==> src/rtl/ic_fill_pkg.sv <==
// Shared definitions for the instruction-cache line-fill engine.
// Holds the cache line geometry, the fill FSM state type and the helper
// that turns (critical word, words already fetched) into a wrapped word index.
package ic_fill_pkg;

    // Line geometry: words per cache line (power of two, 2..16), the width of
    // a word index within the line, and the byte-offset width of a line.
    localparam int BLOCK_WORDS = 4;
    localparam int IDX_W       = $clog2(BLOCK_WORDS);
    localparam int OFFSET_W    = IDX_W + 2;

    typedef enum logic [2:0] {
        IDLE,
        WAIT_PERMIT,
        REQ,
        WRITE_LAST,
        DONE
    } fill_state_t;

    // Critical-word-first order: the n-th word fetched is (crit + n) within
    // the line. Because BLOCK_WORDS is a power of two, dropping the carry out
    // of an IDX_W-bit add is exactly the modulo-BLOCK_WORDS wrap.
    function automatic logic [IDX_W-1:0] wrap_idx(input logic [IDX_W-1:0] crit_idx,
                                                  input logic [IDX_W-1:0] cnt);
        return crit_idx + cnt;
    endfunction

endpackage

==> src/rtl/ic_line_fill.sv <==
// Instruction-cache miss-side line fill engine.
// On a permitted miss, fetches the whole line from backing memory one word
// per req/ack handshake, critical word first and wrapping within the line,
// writes each returned word into the cache data array one cycle after its ack
// and pulses the critical word out early so fetch can restart.
//
// Ports:
//   clk_i, reset_i        clock, synchronous active-high reset
//   miss_i, miss_addr_i   miss request (level, sampled in IDLE) and byte address
//   repl_permit_i         victim line may be overwritten
//   flush_i               abort the current fill
//   mem_req_o/addr_o      word read request to backing memory
//   mem_ack_i/rdata_i     accept + data from backing memory (same cycle)
//   fill_we/idx/data_o    registered write port into the cache line
//   fill_base_o           line-aligned base address (tag source)
//   crit_valid/data_o     one-cycle critical-word pulse
//   fill_done_o           one-cycle pulse when the line is complete
//   busy_o                engine is not idle
module ic_line_fill
    import ic_fill_pkg::*;
#(
    parameter int ADDR_W = 32
) (
    input  logic              clk_i,
    input  logic              reset_i,
    input  logic              miss_i,
    input  logic [ADDR_W-1:0] miss_addr_i,
    input  logic              repl_permit_i,
    input  logic              flush_i,
    output logic              mem_req_o,
    output logic [ADDR_W-1:0] mem_addr_o,
    input  logic              mem_ack_i,
    input  logic [31:0]       mem_rdata_i,
    output logic              fill_we_o,
    output logic [IDX_W-1:0]  fill_idx_o,
    output logic [31:0]       fill_data_o,
    output logic [ADDR_W-1:0] fill_base_o,
    output logic              crit_valid_o,
    output logic [31:0]       crit_data_o,
    output logic              fill_done_o,
    output logic              busy_o
);

    // Clears the in-line byte offset; the low two bits of the miss address
    // are dropped here along with the word index.
    localparam logic [ADDR_W-1:0] LINE_MASK =
        ~((ADDR_W'(1) << OFFSET_W) - ADDR_W'(1));

    fill_state_t       state_q, state_d;
    logic [ADDR_W-1:0] base_q, base_d;
    logic [IDX_W-1:0]  crit_idx_q, crit_idx_d;
    logic [IDX_W-1:0]  cnt_q, cnt_d;
    logic              fill_we_q, fill_we_d;
    logic [IDX_W-1:0]  fill_idx_q, fill_idx_d;
    logic [31:0]       fill_data_q, fill_data_d;
    logic              crit_valid_q, crit_valid_d;
    logic [31:0]       crit_data_q, crit_data_d;

    logic [IDX_W-1:0]  cur_idx;
    logic              last_word;

    assign cur_idx   = wrap_idx(crit_idx_q, cnt_q);
    assign last_word = (cnt_q == IDX_W'(BLOCK_WORDS - 1));

    // Next-state and output logic. Only REQ drives the memory interface, so
    // an ack outside REQ never reaches the write path. A flush in REQ wins
    // over the normal progression but a same-cycle ack still lands its word,
    // since the write path is registered from the ack regardless of flush.
    always_comb begin
        state_d      = state_q;
        base_d       = base_q;
        crit_idx_d   = crit_idx_q;
        cnt_d        = cnt_q;
        fill_we_d    = 1'b0;
        fill_idx_d   = fill_idx_q;
        fill_data_d  = fill_data_q;
        crit_valid_d = 1'b0;
        crit_data_d  = crit_data_q;

        mem_req_o    = 1'b0;
        mem_addr_o   = '0;
        fill_done_o  = 1'b0;
        busy_o       = (state_q != IDLE);

        unique case (state_q)
            IDLE: begin
                if (!flush_i && miss_i) begin
                    base_d     = miss_addr_i & LINE_MASK;
                    crit_idx_d = miss_addr_i[OFFSET_W-1:2];
                    cnt_d      = '0;
                    state_d    = repl_permit_i ? REQ : WAIT_PERMIT;
                end
            end
            WAIT_PERMIT: begin
                if (flush_i) begin
                    state_d = IDLE;
                end else if (repl_permit_i) begin
                    state_d = REQ;
                end
            end
            REQ: begin
                mem_req_o  = 1'b1;
                mem_addr_o = base_q | ADDR_W'({cur_idx, 2'b00});
                if (mem_ack_i) begin
                    fill_we_d   = 1'b1;
                    fill_idx_d  = cur_idx;
                    fill_data_d = mem_rdata_i;
                    if (cnt_q == '0) begin
                        crit_valid_d = 1'b1;
                        crit_data_d  = mem_rdata_i;
                    end
                    cnt_d = cnt_q + IDX_W'(1);
                    if (last_word) begin
                        state_d = WRITE_LAST;
                    end
                end
                if (flush_i) begin
                    state_d = IDLE;
                end
            end
            WRITE_LAST: begin
                state_d = flush_i ? IDLE : DONE;
            end
            DONE: begin
                fill_done_o = 1'b1;
                state_d     = IDLE;
            end
            default: begin
                state_d = IDLE;
            end
        endcase
    end

    // State and datapath registers. Reset clears everything, including any
    // handshake in flight; the memory simply sees its request withdrawn.
    always_ff @(posedge clk_i) begin
        if (reset_i) begin
            state_q      <= IDLE;
            base_q       <= '0;
            crit_idx_q   <= '0;
            cnt_q        <= '0;
            fill_we_q    <= 1'b0;
            fill_idx_q   <= '0;
            fill_data_q  <= '0;
            crit_valid_q <= 1'b0;
            crit_data_q  <= '0;
        end else begin
            state_q      <= state_d;
            base_q       <= base_d;
            crit_idx_q   <= crit_idx_d;
            cnt_q        <= cnt_d;
            fill_we_q    <= fill_we_d;
            fill_idx_q   <= fill_idx_d;
            fill_data_q  <= fill_data_d;
            crit_valid_q <= crit_valid_d;
            crit_data_q  <= crit_data_d;
        end
    end

    assign fill_we_o    = fill_we_q;
    assign fill_idx_o   = fill_idx_q;
    assign fill_data_o  = fill_data_q;
    assign fill_base_o  = base_q;
    assign crit_valid_o = crit_valid_q;
    assign crit_data_o  = crit_data_q;

endmodule

==> config.mk <==
export PLATFORM = sky130hd
export DESIGN_NAME = ic_line_fill
export DESIGN_NICKNAME = d
export VERILOG_FILES = /design/src/rtl/ic_fill_pkg.sv /design/src/rtl/ic_line_fill.sv
export SDC_FILE = /design/constraint.sdc
export NUM_CORES = 1
export LEC_CHECK = 0
export ABC_AREA = 1
export BUFFER_PORTS_ARGS = -buffer_cell sky130_fd_sc_hd__buf_2
export CORE_MARGIN = 2
export CORE_UTILIZATION = 30
export CTS_BUF_LIST = sky130_fd_sc_hd__clkbuf_4 sky130_fd_sc_hd__clkbuf_8
export CTS_CLUSTER_SIZE = 12
export DETAILED_ROUTE_END_ITERATION = 8
export GPL_ROUTABILITY_DRIVEN = 0
export SYNTH_ARGS = -nofsm -noshare
export SYNTH_HDL_FRONTEND = slang
export SYNTH_SLANG_ARGS = --single-unit
==> constraint.sdc <==
create_clock -name clk_i -period 1.4 [get_ports clk_i]
set_clock_uncertainty 0.1 [all_clocks]
set_input_delay 0.07 -clock clk_i [delete_from_list [all_inputs] [get_ports clk_i]]
set_output_delay 0.07 -clock clk_i [all_outputs]
set_load 0.02 [all_outputs]
## Word level (Yosys, flattened, before mapping)

Cells that the tools add are included.
Widths: inputs -> output; s select.

| word-level totals | value |
|---|---|
| register bits after elaboration | 103 |
| output and inout port bits | 135 |
| word-level logic and storage cells | 54 |

| operators by class | value |
|---|---|
| add/sub/neg operators | 2 |
| equality and inequality tests | 10 |
| multiplexer cells | 17 |
| bitwise logic cells | 3 |
| reduce and logical (&&, ||, !) cells | 13 |

Operators by type and width:

| operator | count |
|---|---|
| $mux 32 | 1 |
| $or 32x4->32 | 1 |
| $mux 3 | 7 |
| $pmux 3 s4 | 1 |
| $ne 3x3->1 const B | 3 |
| $eq 3x2->1 const B | 2 |
| $mux 2 | 3 |
| $reduce_and 3->1 | 2 |
| $mux 1 | 4 |
| $ne 2x2->1 const B | 2 |
| $pmux 2 s2 | 1 |
| $reduce_and 2->1 | 2 |
| $reduce_and 4->1 | 1 |
| $eq 3x1->1 const B | 1 |
| $eq 3x3->1 const B | 1 |
| $logic_not 3->1 | 1 |
| $reduce_bool 3->1 | 1 |
| $reduce_or 3->1 | 1 |
| $add 2x1->2 const B | 1 |
| $add 2x2->2 | 1 |
| $eq 2x2->1 const B | 1 |
| $logic_not 2->1 | 1 |
| $not 1->1 | 2 |
| $reduce_bool 2->1 | 1 |
| 3 further kinds | 3 |

## Depth between registers and ports, before layout

| depth | value |
|---|---|
| depth after elaboration | 5 |
| depth in mapped cells | 9 |
| depth with buffers taken out | 8 |

## Worst setup path before layout

No wires, ideal clock.

| timing | value |
|---|---|
| path kind | flip-flop to flip-flop |
| start point | register state_q[1] |
| end point | register fill_data_q[10], in the netlist fill_data_o[10] |
| library setup time | 0.116 ns |
| arrival | 1.300 ns |
| data required time | 1.184 ns |
| slack | -0.116 ns |
| cell stages (with the launch flop) | 9 |
| clock period less this slack | 1.516 ns |
| path through | dfxtp_1 inv_2 nor2_4 nand2_4 inv_1 nand2_1 buf_2 nor2_1 nor2_1 |

| between the ends | value |
|---|---|
| longest elaborated chain between the ends | 2 |

RTL lines:

| element | RTL line | source |
|---|---|---|
| from (decl) | ic_line_fill.sv:49 | `fill_state_t state_q, state_d;` |
| from (signal assigned) | ic_line_fill.sv:148 | `state_q <= state_d;` |
| $eq 3x2->1 | ic_line_fill.sv:85 | `unique case (state_q)` |
| $reduce_and 2->1 (no line) | n/a |  |
| to (signal assigned) | ic_line_fill.sv:154 | `fill_data_q <= fill_data_d;` |
| to (decl) | ic_line_fill.sv:55 | `logic [31:0] fill_data_q, fill_data_d;` |

Every way passes these cells.
A chain may end at the register's enable or synchronous reset.

## Worst setup path after layout

| timing | value |
|---|---|
| start point | register state_q[1] |
| end point | register crit_data_q[16], in the netlist crit_data_o[16] |

| between the ends | value |
|---|---|
| longest elaborated chain between the ends | 2 |

RTL lines:

| element | RTL line | source |
|---|---|---|
| $eq 3x2->1 | ic_line_fill.sv:85 |  |
| $reduce_and 3->1 (no line) | n/a |  |
| to (signal assigned) | ic_line_fill.sv:156 | `crit_data_q <= crit_data_d;` |
| to (decl) | ic_line_fill.sv:57 | `logic [31:0] crit_data_q, crit_data_d;` |

Every way passes these cells.

==> results.md <==
- CP Launch Type: register
- DRC viols: 0
- FFs w/ async S/R, synth: 0%
- Post-synth EDFFs: 0
- Post-layout total power: 0.00737 W
- Die Area: 14100 um2
- Register area share after synthesis: 52.2%
- Fin crit share: 121%
- CP Cell Sequence: inv_2 -> nor2_4 -> nand2_4 -> buf_6 -> nor2_8 -> nand2_8 -> clkinv_8 -> buf_6 -> buf_12 -> nand2_1 -> a21oi_2
- Hold WC Path Type: in2reg
- Cell Pwr Density: 1000 nW/um2
- Initial DRC count: 178
- Root Driver: clkbuf_8
- Total clock sinks: 103
- Worst Max-Slew Pin Slew: 0.550 ns
- Mapped cell area: 3950 um2
- Core footprint: 12700 um2
- Layout cell share with drive strength beyond 1: 47.8%
- First-pass GRT wire length: 22.7 mm
- Yosys Warn Count: 0
- Critical path capture point: crit_data_o[16]$_SDFFE_PP0P_
- Violated checks: setup timing
- Fin util: 57.8%
- Synth top cells by count: nor2_1, dfxtp_1, nand2_1, o21ai_0, a21oi_1
- Largest net degree at the start of global routing: 45
- Post-route ant nets: 0
- Initial antenna violation count: 1
- Synth Register Bits: 103
- Critical Path RT: 1.61 ns
- CTS tree: built
- Ports: 205
- WS Path Type: reg2reg
- Peak fanout along the critical path: 8
- RSZ-0062 raised after global routing: true
- DR pass1 iterations: 4
- Post-synth top flop: dfxtp_1
- Vias in the first global route: 4505
- Mapped Cells: 519
- Headroom to the max-slew limit: 63.3%
- Sequential cell area: 2070 um2
- Skew-Pair Late Insertion Delay: 0.37 ns
- Max frequency: 593 MHz
- Gr usage total: 20.2%
- CP arrival: 1.90 ns
- Die W: 119 um
- Netlist cell types: 25
- Post-synth top area cell: dfxtp_1
- WL/cell: 15.8 um
- Hold path depth: 5
- Post-DP HPWL: 8.26 mm
- Status: finished with violations
- Via total after detailed routing: 4592
- Synthesis-to-finish area growth: 86.1%
- Tmin final: 1.69 ns
- VDD IR max: 501 uV
- Worst R2R Path Depth: 11
- Yosys top cell area share: 52.2%
- Worst R2R Start: state_q[1]$_SDFFE_PP0P_
- Layout Cells excl Fill: 989
- Floorplan die height: 119 um
- Area of the multi-input gates: 2110 um2
- Clock Pin Slew Worst Setup and Hold Paths: 0.09 ns
- CTS buffer count: 9
- CTS max path bufs: 2
- Critical Path Sink Type: register
- Count of input and output buffers: 196
- Mean Syn Cell Area: 7.62 um2
- Slowest stage delay, CP: 0.35 ns
- Initial Util: 31.1%
- Filler cells: 1049
- Aggregate global routing overflow: 0
- CP max stage cell: dfxtp_2
- Worst reg2reg path endpoint: crit_data_o[16]$_SDFFE_PP0P_
- Via density: 4.64
- Crit path launch: state_q[1]$_SDFFE_PP0P_
- Final Hold Violating Endpoints: 0
- Post-route setup slack: -0.288 ns
- Post-placement cell count: 877
- Final setup viols: 134
- Post-Route WL: 15.6 mm
- P_leak: 3.35 nW
- R2R setup slack: -0.29 ns
- Nets: 885
- Row count: 41
- Slew Viols, Final: 0
- Maximum level of the CTS H-tree: 3
- Synth area leaders: dfxtp_1, nor2_1, o21ai_0
- Crit path top cell by count: buf_6
- Max-Cap Viols: 0
- Cell with the most instances after synthesis: nor2_1
-- power by group --
part | internal (W) | switching (W)
Sequential | 0.00312 | 0.000107
Clock | 0.00106 | 0.00101
Combinational | 0.000915 | 0.00116
-- what timing repair did --
action | CTS | global route
hold buffers | 64 | 0
gates resized for setup | 173 | 107
pin swaps | 10 | 36
buffers inserted | 20 | 8
endpoints found under the setup margin | 64 | 135
gates cloned | 7 | 7
hold endpoints to repair | 96 | 0
-- critical path, delay by kind of cell (launching register included) --
| family | cells | cell delay [ns] |
|---|---|---|
| compound gates | 1 | 0.12 |
| buf+inv | 5 | 0.49 |
| flops | 1 | 0.35 |
| simple gates | 5 | 0.56 |
-- routing by layer --
metal	vias up	global-route usage, %	wire length (um)
met1	2177	23.0	6410
met3	17	6.03	958
met2	179	36.6	8110
met4	0	4.84	151
met5	-	0	0
li1	2219	-	-
-- state kept, by name, indices dropped and copies added (netlist names) --
name and cells:
crit_idx_q 2, crit_data_o 32, state_q 3, fill_data_o 32, fill_idx_o 2, fill_base_o 28, crit_valid_o 1, fill_we_o 1
cnt_q 2
-- placed cells by master, fill, tap and decap left out, types with 6 or more instances in the layout --
master and instances:
buf_2 163, dfxtp_1 98, nor2_1 66, dlygate4sd3_1 64
nand2_1 52, a21oi_1 47, buf_6 40, inv_1 37
o21ai_0 32, nor2_4 27, buf_4 27, nor2_2 20
o21ai_1 18, a21oi_2 16, nand2_2 14, o21ai_2 14
buf_12 13, clkbuf_8 10, nand2_4 8, conb_1 6
-- area by class of cell --
cell class | instances | area share [%]
repair buffers | 315 | 34.9
multi-input cells | 340 | 28.7
flip-flops and latches | 103 | 28.1
well taps | 172 | 2.92
inverters | 43 | 2.45
clock buffers | 11 | 1.97
clock inverters | 4 | 0.952
diodes | 1 | 0.0340
-- per-stage QoR --
step / hold WS, ns / instance area (um2) / TNS (ns) / setup WS [ns]
2_1_floorplan: 0.105 / 3990 / 0 / 0.00876
3_3_place_gp: 0.200 / 5220 / 0 / 0.0330
3_5_place_dp: 0.201 / 5220 / -0.210 / -0.0308
4_1_cts: 0.0653 / 6940 / -20.00 / -0.298
5_1_grt: 0.151 / 7360 / -34.64 / -0.351
6_report: 0.125 / 7360 / -24.23 / -0.288
-- kinds of logic (layout without fill, tap and decap cells) --
logic type	Yosys count	count (layout)	share of synthesized area [%]
XOR/XNOR	2	2	0.443
adder cells (fa/ha/maj)	3	3	0.949
AO/OA/AOI/OAI	130	130	16.5
flip-flops	103	103	52.2
buffers and inverters	81	373	9.46
other	1	7	0.0948
AND/OR/NAND/NOR	199	199	20.4
-- worst min path at each step --
stage	from	to	slack (ns)
6_report	mem_ack_i	cnt_q[1]$_SDFFE_PP0P_	0.13
5_1_grt	reset_i	state_q[2]$_SDFFE_PP0P_	0.15
4_1_cts	mem_ack_i	cnt_q[0]$_SDFFE_PP0P_	0.07
3_5_place_dp	miss_addr_i[3]	crit_idx_q[1]$_SDFFE_PP0P_	0.20
3_3_place_gp	miss_addr_i[3]	crit_idx_q[1]$_SDFFE_PP0P_	0.20
2_1_floorplan	mem_rdata_i[0]	fill_data_o[0]$_SDFFE_PP0P_	0.10
Power figures use the tool's default switching activity.
